**config.mk**
```make
export PLATFORM = sky130hd
export DESIGN_NAME = cprv_if_stage
export DESIGN_NICKNAME = d
export VERILOG_FILES = /design/src/rtl/cprv_pkg.sv /design/src/rtl/cprv_if_fifo.sv /design/src/rtl/cprv_if_stage.sv
export SDC_FILE = /design/constraint.sdc
export NUM_CORES = 1
export LEC_CHECK = 0
export ABC_AREA = 1
export CAP_MARGIN = 20
export CORE_AREA = 2 2 204 166
export DETAILED_ROUTE_END_ITERATION = 10
export DIE_AREA = 0 0 206 168
export PLACE_DENSITY = 0.67
export SYNTH_ARGS = -nofsm -noshare
export SYNTH_HDL_FRONTEND = slang
export SYNTH_SLANG_ARGS = --single-unit
```
**constraint.sdc**
```tcl
create_clock -name clk -period 7.4 [get_ports clk]
set_input_delay 1.48 -clock clk [delete_from_list [all_inputs] [get_ports clk]]
set_output_delay 1.48 -clock clk [all_outputs]
set_load 0.02 [all_outputs]
```
**src/rtl/cprv_pkg.sv**
```systemverilog
// Shared types and constants for the CPRV instruction-fetch stage.
package cprv_pkg;

    localparam int CPRV_INSTR_WIDTH    = 32;
    localparam int CPRV_ADDR_WIDTH     = 64;
    localparam int CPRV_IF_FIFO_DEPTH  = 2;

    // addi x0, x0, 0
    localparam logic [CPRV_INSTR_WIDTH-1:0] CPRV_NOP = 32'h0000_0013;

    typedef struct packed {
        logic [CPRV_ADDR_WIDTH-1:0]  pc;
        logic [CPRV_INSTR_WIDTH-1:0] instr;
    } cprv_fetch_entry_t;

endpackage

```
**src/rtl/cprv_if_fifo.sv**
```systemverilog
// Two-entry in-order FIFO holding {pc, instr} fetch entries for the ID stage.
module cprv_if_fifo
    import cprv_pkg::*;
#(
    parameter int DATA_WIDTH = CPRV_ADDR_WIDTH + CPRV_INSTR_WIDTH
) (
    input  logic                  clk,
    input  logic                  rst_n,
    input  logic                  flush,
    input  logic                  push,
    input  logic [DATA_WIDTH-1:0] push_data,
    input  logic                  pop,
    output logic [DATA_WIDTH-1:0] head_data,
    output logic                  full,
    output logic                  empty,
    output logic [1:0]            count
);

    logic [DATA_WIDTH-1:0] mem [CPRV_IF_FIFO_DEPTH];
    logic                  wr_ptr_reg;
    logic                  rd_ptr_reg;
    logic [1:0]            count_reg;
    logic                  do_push;
    logic                  do_pop;

    assign full      = (count_reg == 2'd2);
    assign empty     = (count_reg == 2'd0);
    assign count     = count_reg;
    assign head_data = mem[rd_ptr_reg];

    // A pop frees the slot in the same cycle, so push-while-full is legal alongside a pop.
    assign do_push = push & ~flush & (~full | pop);
    assign do_pop  = pop & ~empty;

    genvar gi;
    generate
        for (gi = 0; gi < CPRV_IF_FIFO_DEPTH; gi++) begin : g_entry
            always_ff @(posedge clk) begin
                if (do_push && (wr_ptr_reg == 1'(gi))) begin
                    mem[gi] <= push_data;
                end
            end
        end
    endgenerate

    always_ff @(posedge clk or negedge rst_n) begin
        if (!rst_n) begin
            wr_ptr_reg <= 1'b0;
            rd_ptr_reg <= 1'b0;
            count_reg  <= 2'd0;
        end else if (flush) begin
            wr_ptr_reg <= 1'b0;
            rd_ptr_reg <= 1'b0;
            count_reg  <= 2'd0;
        end else begin
            if (do_push) wr_ptr_reg <= ~wr_ptr_reg;
            if (do_pop)  rd_ptr_reg <= ~rd_ptr_reg;
            count_reg <= count_reg + {1'b0, do_push} - {1'b0, do_pop};
        end
    end

endmodule

```
**src/rtl/cprv_if_stage.sv**
```systemverilog
// CPRV instruction-fetch stage: credit-limited fetch, 2-entry ID queue.
// Define CPRV_IF_REDIRECT_EN to add redirect ports and in-flight response dropping.
module cprv_if_stage
    import cprv_pkg::*;
#(
    parameter int                    INSTR_WIDTH = CPRV_INSTR_WIDTH,
    parameter int                    ADDR_WIDTH  = CPRV_ADDR_WIDTH,
    parameter logic [ADDR_WIDTH-1:0] RESET_PC    = '0
) (
    input  logic                   clk,
    input  logic                   rst_n,
    output logic                   imem_req_o,
    output logic [ADDR_WIDTH-1:0]  imem_addr_o,
    input  logic                   imem_gnt_i,
    input  logic                   imem_rvalid_i,
    input  logic [INSTR_WIDTH-1:0] imem_rdata_i,
`ifdef CPRV_IF_REDIRECT_EN
    input  logic                   redirect_i,
    input  logic [ADDR_WIDTH-1:0]  redirect_pc_i,
`endif
    output logic                   valid_id_o,
    input  logic                   ready_id_i,
    output logic [INSTR_WIDTH-1:0] instr_data_id_o,
    output logic [ADDR_WIDTH-1:0]  pc_id_o
);

    localparam int ENTRY_WIDTH = ADDR_WIDTH + INSTR_WIDTH;

    logic [ADDR_WIDTH-1:0]  pc_reg;
    logic [ADDR_WIDTH-1:0]  pc_next;
    logic [ADDR_WIDTH-1:0]  resp_pc_reg;
    logic [ADDR_WIDTH-1:0]  resp_pc_next;
    logic [1:0]             out_cnt_reg;
    logic [1:0]             out_cnt_next;
    logic                   run_reg;
    logic                   credit_ok;
    logic                   gnt_acc;
    logic                   redirect_act;
    logic [ADDR_WIDTH-1:0]  redirect_pc;
    logic                   discard;

    logic                   fifo_push;
    logic                   fifo_pop;
    logic                   fifo_full;
    logic                   fifo_empty;
    logic [1:0]             fifo_count;
    logic [ENTRY_WIDTH-1:0] fifo_head;

`ifdef CPRV_IF_REDIRECT_EN
    logic [1:0] drop_cnt_reg;
    logic [1:0] drop_cnt_next;

    assign redirect_act = redirect_i;
    assign redirect_pc  = redirect_pc_i;
    assign discard      = imem_rvalid_i & (drop_cnt_reg != 2'd0);
`else
    assign redirect_act = 1'b0;
    assign redirect_pc  = '0;
    assign discard      = 1'b0;
`endif

    // Outstanding fetches plus queued entries may never exceed the queue depth.
    assign credit_ok   = ({1'b0, out_cnt_reg} + {1'b0, fifo_count}) < 3'd2;
    assign imem_req_o  = run_reg & credit_ok & ~redirect_act;
    assign imem_addr_o = pc_reg;

    // A grant seen during a redirect is still in flight on the old path and must be dropped later.
    assign gnt_acc = imem_gnt_i & (imem_req_o | redirect_act);

    assign fifo_push = imem_rvalid_i & ~discard & ~redirect_act;
    assign fifo_pop  = valid_id_o & ready_id_i;

    always_comb begin
        out_cnt_next = out_cnt_reg + {1'b0, gnt_acc} - {1'b0, imem_rvalid_i};

        pc_next = pc_reg;
        if (redirect_act) begin
            pc_next = redirect_pc;
        end else if (imem_req_o && imem_gnt_i) begin
            pc_next = pc_reg + ADDR_WIDTH'(4);
        end

        // Responses return in order, so the next kept response is always the next sequential PC.
        resp_pc_next = resp_pc_reg;
        if (redirect_act) begin
            resp_pc_next = redirect_pc;
        end else if (fifo_push) begin
            resp_pc_next = resp_pc_reg + ADDR_WIDTH'(4);
        end
    end

    always_ff @(posedge clk or negedge rst_n) begin
        if (!rst_n) begin
            pc_reg      <= RESET_PC;
            resp_pc_reg <= RESET_PC;
            out_cnt_reg <= 2'd0;
            run_reg     <= 1'b0;
        end else begin
            pc_reg      <= pc_next;
            resp_pc_reg <= resp_pc_next;
            out_cnt_reg <= out_cnt_next;
            run_reg     <= 1'b1;
        end
    end

`ifdef CPRV_IF_REDIRECT_EN
    always_comb begin
        drop_cnt_next = drop_cnt_reg;
        if (redirect_act) begin
            drop_cnt_next = out_cnt_next;
        end else if (discard) begin
            drop_cnt_next = drop_cnt_reg - 2'd1;
        end
    end

    always_ff @(posedge clk or negedge rst_n) begin
        if (!rst_n) begin
            drop_cnt_reg <= 2'd0;
        end else begin
            drop_cnt_reg <= drop_cnt_next;
        end
    end
`endif

    cprv_if_fifo #(
        .DATA_WIDTH (ENTRY_WIDTH)
    ) u_fifo (
        .clk       (clk),
        .rst_n     (rst_n),
        .flush     (redirect_act),
        .push      (fifo_push),
        .push_data ({resp_pc_reg, imem_rdata_i}),
        .pop       (fifo_pop),
        .head_data (fifo_head),
        .full      (fifo_full),
        .empty     (fifo_empty),
        .count     (fifo_count)
    );

    assign valid_id_o      = ~fifo_empty;
    assign pc_id_o         = fifo_head[ENTRY_WIDTH-1:INSTR_WIDTH];
    assign instr_data_id_o = fifo_head[INSTR_WIDTH-1:0];

`ifndef SYNTHESIS
    a_rvalid_needs_outstanding: assert property (
        @(posedge clk) disable iff (!rst_n) imem_rvalid_i |-> (out_cnt_reg != 2'd0));
    a_fifo_no_overflow: assert property (
        @(posedge clk) disable iff (!rst_n) fifo_push |-> (!fifo_full || fifo_pop));
`endif

endmodule
```
# Word-level counts from Yosys, hierarchy flattened
# Memory sizes are Yosys's and may differ from the RTL's.
# Cells that the tools add are included.
# op_classes
addsub	7
mul	0
n_div	0
magnitude_cmp	1
n_eq_ne	1
shift	0
n_mux	7
n_bitwise	10
reduce_logical	5
# op_table
operator	n
64-bit by 3-bit adder with 64-bit output (second input constant)	2
96-bit two-way mux	1
96-bit OR reduction	1
1-bit two-way mux	6
1-bit bitwise AND	5
2-bit by 1-bit adder with 2-bit output	2
1-bit inverter	4
2-bit by 1-bit subtractor with 2-bit output	2
2-bit by 2-bit adder with 3-bit output	1
1-bit logical AND	3
3-bit by 2-bit less-than comparator with 1-bit output (second input constant)	1
2-bit equality test (second input constant)	1
2-bit zero test	1
1-bit OR	1
# totals
reg_bits	135
latch_bits	0
ram_bits	192
mem_bits_ro	0
inputBits	37
out_inout_bits	162
word_cells	39
n_memories	1
# memory_table
memory	depth	word_bits	rd	rd_ports_with_merged_regs	wr	line_no	text
u_fifo.mem	2	96	1	0	1	cprv_if_fifo.sv:19	logic [DATA_WIDTH-1:0] mem [CPRV_IF_FIFO_DEPTH];

# Longest topological paths before layout
# depth
word_depth	10
depth_mapped	12
ltp_nobuf	12

# Cells and area by module
# A second synthesis with hierarchy kept.
# unflattened
hier_cells	1586
area_unflattened_um2	14961.8
# modules_own_cells
module	n_inst	cells_each	area_each_um2	seq_area_each_um2
cprv_if_stage	1	1045	7711.1	3178.0
cprv_if_fifo	1	541	7250.7	5865.6

# Least setup slack after synthesis
# Ideal clock, no wire load.
# synth_timing
path_kind	input port to flip-flop
from	input imem_rvalid_i
to	memory u_fifo.mem[1][0] (netlist bit) (enable)
setup_ns	0.549
arrival_time_ns	5.657
required_time_ns	6.851
slack_ns	1.195
cell_stages	3
path_buffers	1
path_cell_list	buf_4 -> nand2_1 -> nor2_1
# synth_via
elab_chain_len	6
elab_cells_between_ends	10
cone_classes	mux: 6; bitwise: 1; reduce/logical: 3
# synth_rtl
element	line_no	text
start: declaration	cprv_if_stage.sv:15	input logic imem_rvalid_i,
1-bit bitwise AND *	cprv_if_fifo.sv:32	assign do_push = push & ~flush & (~full | pop);
1-bit logical AND	cprv_if_fifo.sv:39	if (do_push && (wr_ptr_reg == 1'(gi))) begin
1-bit two-way mux	cprv_if_fifo.sv:39	
1-bit two-way mux (implied by the code)	cprv_if_fifo.sv:40	mem[gi] <= push_data;
96-bit OR reduction (no line)	n/a	
1-bit two-way mux (no line)	n/a	
end: declaration	cprv_if_fifo.sv:19	
# Every way passes the cells marked *; elsewhere a longest branch is shown, timed or not.

# Final worst setup path
# layout_timing
from	register u_fifo.rd_ptr_reg
to	output instr_data_id_o[7]
# layout_via
elab_chain_len	1
# layout_rtl
element	line_no	text
start: declaration	cprv_if_fifo.sv:21	logic rd_ptr_reg;
start signal: assignment	cprv_if_fifo.sv:57	if (do_pop) rd_ptr_reg <= ~rd_ptr_reg;
memory read 2 x 96 bit	n/a	
end: declaration	cprv_if_stage.sv:23	output logic [INSTR_WIDTH-1:0] instr_data_id_o,
# Every way passes these cells.

==> impl_metrics.yaml <==
yosys:
  synth_area_leader_cell: "edfxtp_1"
  netlist_area_um2: 14500
  seq_area_frac_synth: 0.614
  ys_ff_latch: 319
  yosysWarnings: 0
  yosys-top-cells-area: "edfxtp_1 (39%), dfrtp_1 (23%), nand2_1 (14%)"
  avgSynthCellArea_um2: 9.73
  syn_inst: 1494
  synth.top_cell.area_share: 0.388
  synth_cell_types: 34
placement:
  dp_slack_ns: 3.57
  gp_congestion: 0.918
  post-dp-hpwl_um: 24700
  place_area_um2: 17000
  portBuffers: 194
  dp_cells: 2105
sta:
  slew_viol_final: 0
  hold_violations: 0
  fin_skew_ns: 0.0155
  max_freq_mhz: 233
  slew_headroom: 0.289
  fin_crit_sh: 0.579
  worst_slack_ns: 3.11
  setup_viol: 0
  worst-slew-pin-transition_ns: 1.07
  fin_crit_ns: 4.29
  finalHoldWorstSlack_ns: 0.512
  rsz0062_at_grt: "no"
  fin_setup_tns_ns: 0
worst_setup_path:
  endpoint_kind: "primary output"
  start_kind: "register"
  cp_num_buf_inv: 3
  cpMostUsedCell: "nand2_1"
  cp_slowest_cell: "buf_4"
  worstPathRequired_ns: 5.92
  cp_cell_sequence: "inv_2 > buf_4 > nand2_1 > nand2_1 > clkdlybuf4s50_1"
  critical-path-top-delay-family: "buffers and inverters"
  worstPathArrival_ns: 2.81
  worst-path-max-fanout: 74
  crit_path_max_incr_delay_ns: 0.67
  criticalPathCategory: "reg -> out"
pwr:
  peakVddDrop_v: 0.000162
  total_leakage_power_nw: 7.55
  p_total_mw: 5.70
  p_per_area_nw_per_um2: 316
grt:
  grt_antenna_before_repair: 0
  grt_start_max_net_pins: 95
  grt_overflow: 0
  use_met1: 0.293
  top_usage_layer: "met2"
  track_usage: 0.206
  grt_pass1_wl_um: 55900
  gr-usage-met2: 0.325
  use_met3: 0.0370
  grt_pass1_vias: 10437
clock_tree:
  clk_path_buf_depth: 3
  clk_latency_ns: 0.52
  numCtsBuffers: 34
  cts_hold_buf: 0
  htreeDepth: 2
  cts_setup_buffers: 0
  clock-root-buffer: "clkbuf_16"
  clk_pin_slew_worst_paths_ns: 0.06
  cts_tree: "yes"
  clkSinkCount: 319
  post_cts_resized: 0
drt:
  viasPerCell: 4.89
  routedWlPerCell_um: 16.0
  ant_nets: 0
  drc: 0
  dr_total_vias: 10591
  routed_wl_um: 34600
  dr.pass1.iters: 6
  dr.first_iter.drc_count: 792
floorplan:
  initial_core_util: 0.442
  core_area_um2: 32900
  die_h_um: 168
  ios: 199
  die_x_um: 206
  die_area_um2: 34600
  rows: 60
layout:
  drive_above_1_share: 0.0819
  finish.utilization: 0.549
  syn2layout_area_growth_pct: 24.2
  diodes: 0
  final_area_um2: 18100
  nets: 1752
  stdcell_count: 2168
  largest_reg_flops: 188
hold_path:
  min_path_type: "reg -> reg"
status:
  status: "complete, no violations"
job:
  drv_cap: 0
cell type report:
type | count | area (um^2)
Timing Repair Buffer | 202 | 2020
Fill cell | 2885 | 14800
Tap cell | 434 | 543
Clock inverter | 15 | 115
Clock buffer | 47 | 941
Multi-Input combinational cell | 1028 | 5050
Sequential cell | 319 | 8920
Inverter | 123 | 462
routing by layer:
layer | up-vias | part of all wire
li1 | 5225 | -
met4 | 0 | 0.024
met5 | - | 0
met3 | 63 | 0.063
met1 | 5010 | 0.46
met2 | 293 | 0.46
cell usage after synthesis (all sizes together):
cell type  count
nor2         209
nand3         73
nor4           2
inv          123
conb           2
clkbuf        17
buf           10
and2           2
nand2        556
dfrtp        131
fa             1
nor3          20
xor2          57
ha             6
edfxtp       188
nand4         41
nand3b         9
or2            3
o21ai          2
xnor2         40
and3b          1
and3           1
kinds of logic (layout without fill, tap and decap cells):
logic type | count (synthesis) | in the layout | share of synthesized area
buf+inv | 150 | 387 | 0.0406
flops | 319 | 319 | 0.614
compound gates | 2 | 2 | 0.000688
xor+xnor | 97 | 97 | 0.0584
fa+ha+maj | 7 | 7 | 0.00654
other cells | 2 | 5 | 0.000516
simple gates | 917 | 917 | 0.280
worst paths after layout:
kind	from	to	slack [ns]	cells past startpoint
min reg2reg	out_cnt_reg[0]$_DFF_PN0_	out_cnt_reg[0]$_DFF_PN0_	0.51	1
min in group asynchronous	rst_n	imem_addr_o[61]$_DFFE_PN0P_	0.81	1
min	out_cnt_reg[0]$_DFF_PN0_	out_cnt_reg[0]$_DFF_PN0_	0.51	1
max in group asynchronous	rst_n	u_fifo.rd_ptr_reg$_DFFE_PN0P_	5.20	3
max reg2reg	out_cnt_reg[0]$_DFF_PN0_	imem_addr_o[39]$_DFFE_PN0P_	5.10	9
max	u_fifo.rd_ptr_reg$_DFFE_PN0P_	instr_data_id_o[7]	3.11	5
cells in the final DEF (no fill, tap or decap), drive strengths merged, types with 2 or more instances in the layout:
cell           instances
and2                   2
nor2                 209
xor2                  57
o21ai                  2
conb                   5
buf                    9
nor3                  20
xnor2                 40
clkbuf                47
or2                    3
clkinvlp               2
nand2                556
nor4                   2
dfrtp                131
ha                     6
clkinv                12
inv                  124
nand3b                 9
nand3                 73
nand4                 41
edfxtp               188
clkdlybuf4s50        193
power breakdown:
part | total (mW) | internal, mW | switching (mW)
logic | 1.77 | 0.688 | 1.08
clock network | 1.59 | 0.904 | 0.691
registers | 2.34 | 2.22 | 0.117
Power figures use the tool's default switching activity.
